==> config.mk <==
export PLATFORM = sky130hd
export DESIGN_NAME = uart_link_ctrl
export DESIGN_NICKNAME = d
export VERILOG_FILES = /design/src/rtl/uart_link_ctrl.sv
export SDC_FILE = /design/constraint.sdc
export NUM_CORES = 1
export LEC_CHECK = 0
export BUFFER_PORTS_ARGS = -buffer_cell sky130_fd_sc_hd__buf_2
export CORE_MARGIN = 2
export CORE_UTILIZATION = 56
export CTS_CLUSTER_DIAMETER = 100
export DETAILED_ROUTE_END_ITERATION = 12
export PLACE_DENSITY = 0.78
export SLEW_MARGIN = 10
export SYNTH_ARGS = -nofsm -noshare
export SYNTH_HDL_FRONTEND = slang
export SYNTH_SLANG_ARGS = --single-unit
==> constraint.sdc <==
create_clock -name baud_clk -period 2.45 [get_ports baud_clk]
set_input_delay 0.1225 -clock baud_clk [delete_from_list [all_inputs] [get_ports baud_clk]]
set_output_delay 0.1225 -clock baud_clk [all_outputs]
set_load 0.005 [all_outputs]
==> src/rtl/uart_link_ctrl.sv <==
// Shares one UART transmitter between received bytes queued for echo and a host byte port.
// Round-robin between the two sources, one byte in flight, all on the 16x baud clock.
module uart_link_ctrl #(
  parameter int FIFO_DEPTH       = 4,
  parameter bit ECHO_EN          = 1'b1,
  parameter int TX_START_TIMEOUT = 31
) (
  input  logic                        baud_clk,
  input  logic                        reset,
  input  logic [7:0]                  RX_DATA,
  input  logic                        RX_STATUS,
  input  logic                        host_req,
  input  logic [7:0]                  host_data,
  output logic                        host_gnt,
  output logic [7:0]                  TX_DATA,
  output logic                        TX_EN,
  input  logic                        TX_STATUS,
  output logic [$clog2(FIFO_DEPTH):0] fifo_count,
  output logic                        rx_overflow,
  output logic                        tx_timeout,
  output logic [1:0]                  fsm_state
);

  localparam int AW = $clog2(FIFO_DEPTH);
  localparam int TW = $clog2(TX_START_TIMEOUT + 1);
  localparam logic [AW:0]   FULL_COUNT = (AW + 1)'(FIFO_DEPTH);
  localparam logic [TW-1:0] TIMEOUT_C  = TW'(TX_START_TIMEOUT);

  typedef enum logic [1:0] {
    IDLE      = 2'd0,
    ISSUE     = 2'd1,
    WAIT_BUSY = 2'd2,
    WAIT_DONE = 2'd3
  } state_t;

  state_t        state;
  logic [7:0]    mem [FIFO_DEPTH];
  logic [AW-1:0] wr_ptr;
  logic [AW-1:0] rd_ptr;
  logic [AW:0]   count;
  logic          rx_status_d;
  logic          last_grant_host;
  logic [TW-1:0] timer;
  logic [TW-1:0] timer_next;

  logic rx_edge;
  logic fifo_full;
  logic echo_pend;
  logic can_grant;
  logic sel_echo;
  logic sel_host;
  logic push;
  logic pop;

  // Handshakes: RX_STATUS rising edge = one new byte; host_req/host_data held until the
  // host_gnt cycle, which is the cycle host_data is sampled; TX_EN is a single-cycle start
  // strobe and TX_STATUS low acknowledges that the transmitter has taken the byte.
  assign rx_edge   = RX_STATUS & ~rx_status_d & ECHO_EN;
  assign fifo_full = (count == FULL_COUNT);
  assign echo_pend = (count != '0);
  assign can_grant = ~reset & (state == IDLE) & TX_STATUS;

  // On a tie the source that did not win last time takes the transmitter.
  assign sel_echo = can_grant & echo_pend & (~host_req | last_grant_host);
  assign sel_host = can_grant & host_req & (~echo_pend | ~last_grant_host);

  assign pop  = sel_echo;
  assign push = rx_edge & (~fifo_full | pop);

  assign host_gnt   = sel_host;
  assign fifo_count = count;
  assign fsm_state  = state;
  assign timer_next = timer + 1'b1;

  // Storage is not reset; pointers and count define what is valid.
  always_ff @(posedge baud_clk) begin
    if (push) mem[wr_ptr] <= RX_DATA;
  end

  always_ff @(posedge baud_clk) begin
    if (reset) begin
      state           <= IDLE;
      wr_ptr          <= '0;
      rd_ptr          <= '0;
      count           <= '0;
      rx_status_d     <= 1'b1;
      last_grant_host <= 1'b1;
      timer           <= '0;
      TX_DATA         <= 8'h00;
      TX_EN           <= 1'b0;
      rx_overflow     <= 1'b0;
      tx_timeout      <= 1'b0;
    end else begin
      rx_status_d <= RX_STATUS;
      TX_EN       <= 1'b0;
      if (push) wr_ptr <= wr_ptr + 1'b1;
      if (pop)  rd_ptr <= rd_ptr + 1'b1;
      count <= count + {{AW{1'b0}}, push} - {{AW{1'b0}}, pop};
      if (rx_edge && fifo_full && !pop) rx_overflow <= 1'b1;

      case (state)
        IDLE: begin
          if (sel_echo || sel_host) begin
            TX_DATA         <= sel_echo ? mem[rd_ptr] : host_data;
            last_grant_host <= sel_host;
            TX_EN           <= 1'b1;
            state           <= ISSUE;
          end
        end
        ISSUE: begin
          timer <= '0;
          state <= WAIT_BUSY;
        end
        WAIT_BUSY: begin
          if (!TX_STATUS) begin
            state <= WAIT_DONE;
          end else if (timer_next == TIMEOUT_C) begin
            tx_timeout <= 1'b1;
            state      <= IDLE;
          end else begin
            timer <= timer_next;
          end
        end
        WAIT_DONE: begin
          if (TX_STATUS) state <= IDLE;
        end
        default: state <= IDLE;
      endcase
    end
  end

endmodule

---- After elaboration in Yosys (flattened, before gate mapping) ----
Memory sizes are Yosys's and may differ from the RTL's. A register that Yosys moved wholly into a read port is not among the register bits.
Index checks and enable logic that the tools add are counted.
cells by class
  reductions and logical operators ........ 12
  bitwise operators ....................... 18
  add/subtract/negate cells ............... 5
  eq/ne operators ......................... 10
  multiplexer cells ....................... 14
operator list
  cell                 count
  $mux 2               6
  $mux 5               2
  $pmux 5 s2           1
  $reduce_and 3->1     3
  $and 1x1->1          8
  $mux 8               1
  $pmux 2 s4           1
  $not 1->1            7
  $ne 2x2->1 const B   3
  $add 5x1->5 const B  1
  $eq 5x5->1 const B   1
  $add 2x1->2 const B  2
  $eq 2x2->1 const B   2
  $add 3x1->3          1
  $eq 3x3->1 const B   1
  $mux 1               3
  $ne 3x3->1 const B   1
  $or 1x1->1           3
  $reduce_bool 3->1    1
  $sub 3x1->3          1
  $eq 2x1->1 const B   1
  $logic_and 1x1->1    2
  $logic_not 2->1      1
  $ne 2x1->1 const B   1
  other kinds (5)      5
storage, ports and cells
  memories kept ........................... 1
  output and inout port bits .............. 17
  register bits after elaboration ......... 27
  word-level logic and storage cells ...... 71
  bits in writable memories ............... 32
memories
  name  words  bits a word  rd ports  clocked after Yosys merged registers in  wr ports  line  source
  mem   4      8            1         1                                        1         37    logic [7:0] mem [FIFO_DEPTH];

---- Logic depth before layout (Yosys ltp) ----
  depth after elaboration ................. 9
  depth in mapped cells ................... 10

---- Worst setup path before layout ----
Ideal clock, no wire load.
  path kind ............................... register -> register
  start point ............................. register state[1], in the netlist fsm_state[1]
  end point ............................... register count[2], in the netlist fifo_count[2]
  required time ........................... 2.322 ns
  setup time .............................. 0.128 ns
  buffers on the path ..................... 0
  clock period less this slack ............ 2.286 ns
  cell stages (with the launch flop) ...... 11
  slack ................................... 0.164 ns
  arrival time ............................ 2.158 ns
  path through ............................ dfxtp_1 -> nor4b_4 -> a21boi_0 -> nor2_1 -> inv_1 -> ha_1 -> inv_1 -> ha_1 -> fa_1 -> xnor2_1 -> nor2_1
between the ends
  word-level cells in the longest chain between the ends .. 9
RTL lines
  item                          line  source
  start, declared               36    state_t state;
  start signal, assigned        82    state <= IDLE;
  start signal, assigned        107   state <= ISSUE;
  start signal, assigned        112   state <= WAIT_BUSY;
  $logic_not 2->1 (*)           61    assign can_grant = ~reset & (state == IDLE) & TX_STATUS;
  $and 1x1->1 (*) (2 in a row)  61
  $and 1x1->1 (*) (2 in a row)  64    assign sel_echo = can_grant & echo_pend & (~host_req | last_grant_host);
  $or 1x1->1                    68    assign push = rx_edge & (~fifo_full | pop);
  $and 1x1->1                   68
  $add 3x1->3                   98    count <= count + {{AW{1'b0}}, push} - {{AW{1'b0}}, pop};
  $sub 3x1->3 (*)               98
  end signal, assigned          98
  end, declared                 40    logic [AW:0] count;
Every way passes the cells marked *; elsewhere a longest branch is shown, timed or not.
A chain may end at the register's enable or synchronous reset.

---- Worst setup path after layout ----
Ends and elaborated chain as after synthesis.

==> flow_summary.ini <==
[routing]
wire_per_inst_um = 15.3
first_iter_violations = 67
postRouteAntennaNets = 0
route.detailed.drc = 0
viasPerCell = 5.49
drt-total-wl_um = 4660
dr_total_vias = 1669
drt-pass1-iter-count = 4

[clock_tree]
clockBufferDepth = 2
clk_latency_ps = 350
cts_tree = yes
clk_pin_slew_ps = 70
clock-sinks = 61
h-tree-depth = 3
cts_setup_buffers = 0
cts_made_buffers = 9
cts_resized = 0
root_buffer = clkbuf_8

[place]
hpwlAfterDp_um = 3000
gp_congestion = 0.822
portBuffers = 37
dp_cells = 280
post-place-ws_ps = 186

[global_route]
grt_pass1_vias = 1590
grt.overflow.total = 0
track_usage_pct = 20.2
grt_pass1_wl_um = 7650
antenna_found_initial = 0
grt_max_degree = 31

[cells_and_area]
drive_gt1_share_pct = 29.0
fillCellCount = 297
area_growth_pct = 20.2
seqCellArea_mm2 = 0.00154
layout_common_cells = buf_2 (37), edfxtp_1 (32), dfxtp_1 (29)
final_common_cell = buf_2
multi_input_area_mm2 = 0.00100
layout.cells.non_filler = 304
antenna_cells = 0
nNetsFinal = 277

[yosys]
synth_flop_cell = edfxtp_1
synth.distinct_cells = 52
synth_edf_count = 32
async_reset_ff_share_pct = 0
synthesis.nets = 225
ys_seq_area_share_pct = 58.8
synth_area_mm2 = 0.00262
synth_area_per_cell_um2 = 13.4
synth_cells = 195
yosysWarnings = 0
ys_ff_latch = 61

[sta]
finalSetupViolCount = 0
final.setup.tns_ps = 0
worst_pin_slew_ps = 526
slew_headroom_pct = 64.9
finalHoldViolCount = 0
timing.final.crit_share_pct = 93.5
drv_slew = 0
max_freq_mhz = 436
fin_crit_ps = 2290
worst_slack_ps = 159
skew_ps = 11.1
rsz0062_at_grt = no

[setup_path]
critPathLaunchType = flip-flop
slowest_delay_ps = 390
crit_family = adder cells
critical_path_class = flip-flop to flip-flop
crit_slowest_cell = dfxtp_1
cp.arrival_ps = 2510
cp.required_ps = 2670
cp-end-kind = flip-flop
cp_max_fo = 8
crit_buf_inv = 2
path_cells = nor4b_4, a21boi_0, nor2_1, inv_1, ha_1, inv_1, ha_1, fa_1, xnor2_1, nor2_1

[floorplan]
die_h_um = 72.4
die_w_um = 72.4
start_util_pct = 59.0
placementRows = 24
io_pins = 38
core_mm2 = 0.00444
fp.dieArea_mm2 = 0.00524

[status]
status = finished, final reports clean

[power]
power_density_mw_per_mm2 = 832
p_leak_uw = 0.00118
vdd_drop_max_mv = 0.499

[hold_path]
holdCritPathClass = input pin to flip-flop

[job]
drv_cap = 0
-- cell usage after synthesis, drive strengths merged, types with 3 or more instances --
cell | n | area (µm²)
nand2b | 5 | 31.3
ha | 8 | 100
a211oi | 9 | 72.6
inv | 7 | 26.3
and3 | 5 | 36.3
dfxtp | 29 | 581
or3 | 3 | 23.8
o211ai | 3 | 22.5
nand2 | 3 | 11.3
buf | 3 | 31.3
mux2i | 8 | 80.1
nor2b | 4 | 25.0
edfxtp | 32 | 961
nand3 | 3 | 15.0
clkbuf | 4 | 16.3
xnor2 | 3 | 26.3
o21ai | 4 | 23.8
nor2 | 16 | 60.1
mux4 | 8 | 180
a21oi | 9 | 45.0
-- final cells by class --
class	instances	share of cell area [%]
timing repair buffer	48	9.13
multi-input combinational	119	31.8
sequential	61	48.9
clock buffer	10	4.37
inverter	8	0.953
tap	52	2.07
clock inverter	6	2.74
-- registers in the layout (all words and copies together), names as in the netlist, named ones only --
| register | flops |
|---|---|
| mem | 32 |
| timer | 5 |
| tx_timeout | 1 |
| TX_EN | 1 |
| last_grant_host | 1 |
| fsm_state | 2 |
| rx_overflow | 1 |
| wr_ptr | 2 |
| TX_DATA | 8 |
| rx_status_d | 1 |
| rd_ptr | 2 |
| fifo_count | 3 |
-- stage by stage --
| stage | instance area [µm²] | util, % | power [µW] | hold WS (ps) |
|---|---|---|---|---|
| 2_1_floorplan | 2620 | - | 1510 | 221 |
| 3_3_place_gp | 2850 | 64.0 | 1610 | 338 |
| 3_5_place_dp | 2850 | 64.0 | 1620 | 341 |
| 4_1_cts | 3140 | 70.7 | 2630 | 3.00 |
| 5_1_grt | 3150 | 70.9 | 2740 | 7.94 |
| 6_report | 3150 | 70.9 | 2620 | 13.3 |
-- layer usage --
layer	vias to the layer above	GRT usage, %	wire, µm
met5	-	0	0
met2	34	29.6	2090
li1	839	-	-
met3	14	6.81	231
met1	782	26.6	2210
met4	0	11.5	126
-- path summary, 6_finish.rpt --
kind                                    to  slack, ps                 startpoint  cells after the start
setup / recovery  fifo_count[2]$_SDFF_PP0_        160  fsm_state[1]$_SDFFE_PP0P_                     10
hold / removal         mem[3][7]$_DFFE_PP_         10                 RX_DATA[7]                      1
setup reg to reg  fifo_count[2]$_SDFF_PP0_        160  fsm_state[1]$_SDFFE_PP0P_                     10
hold reg to reg    tx_timeout$_SDFFE_PP0P_        480    tx_timeout$_SDFFE_PP0P_                      2
-- power breakdown --
part	internal, µW	switching, µW
clock network	598	407
registers	1140	64.3
logic	218	191
-- what timing repair did --
action	CTS	global route
setup endpoints to repair	0	0
hold buffers	7	1
hold endpoints to repair	24	3
-- cell families (layout without fill, tap and decap cells) --
kind of cell	count (synthesis)	in the layout	share of synthesized area, %
buffers and inverters	15	72	2.96
multiplexers	17	17	10.4
XOR/XNOR	4	4	1.34
adder cells (fa/ha/maj)	9	9	4.58
AO/OA/AOI/OAI	36	36	9.74
flip-flops	61	61	58.8
AND/OR/NAND/NOR	53	53	12.2
Note: power is estimated with default switching activity, not from simulation.
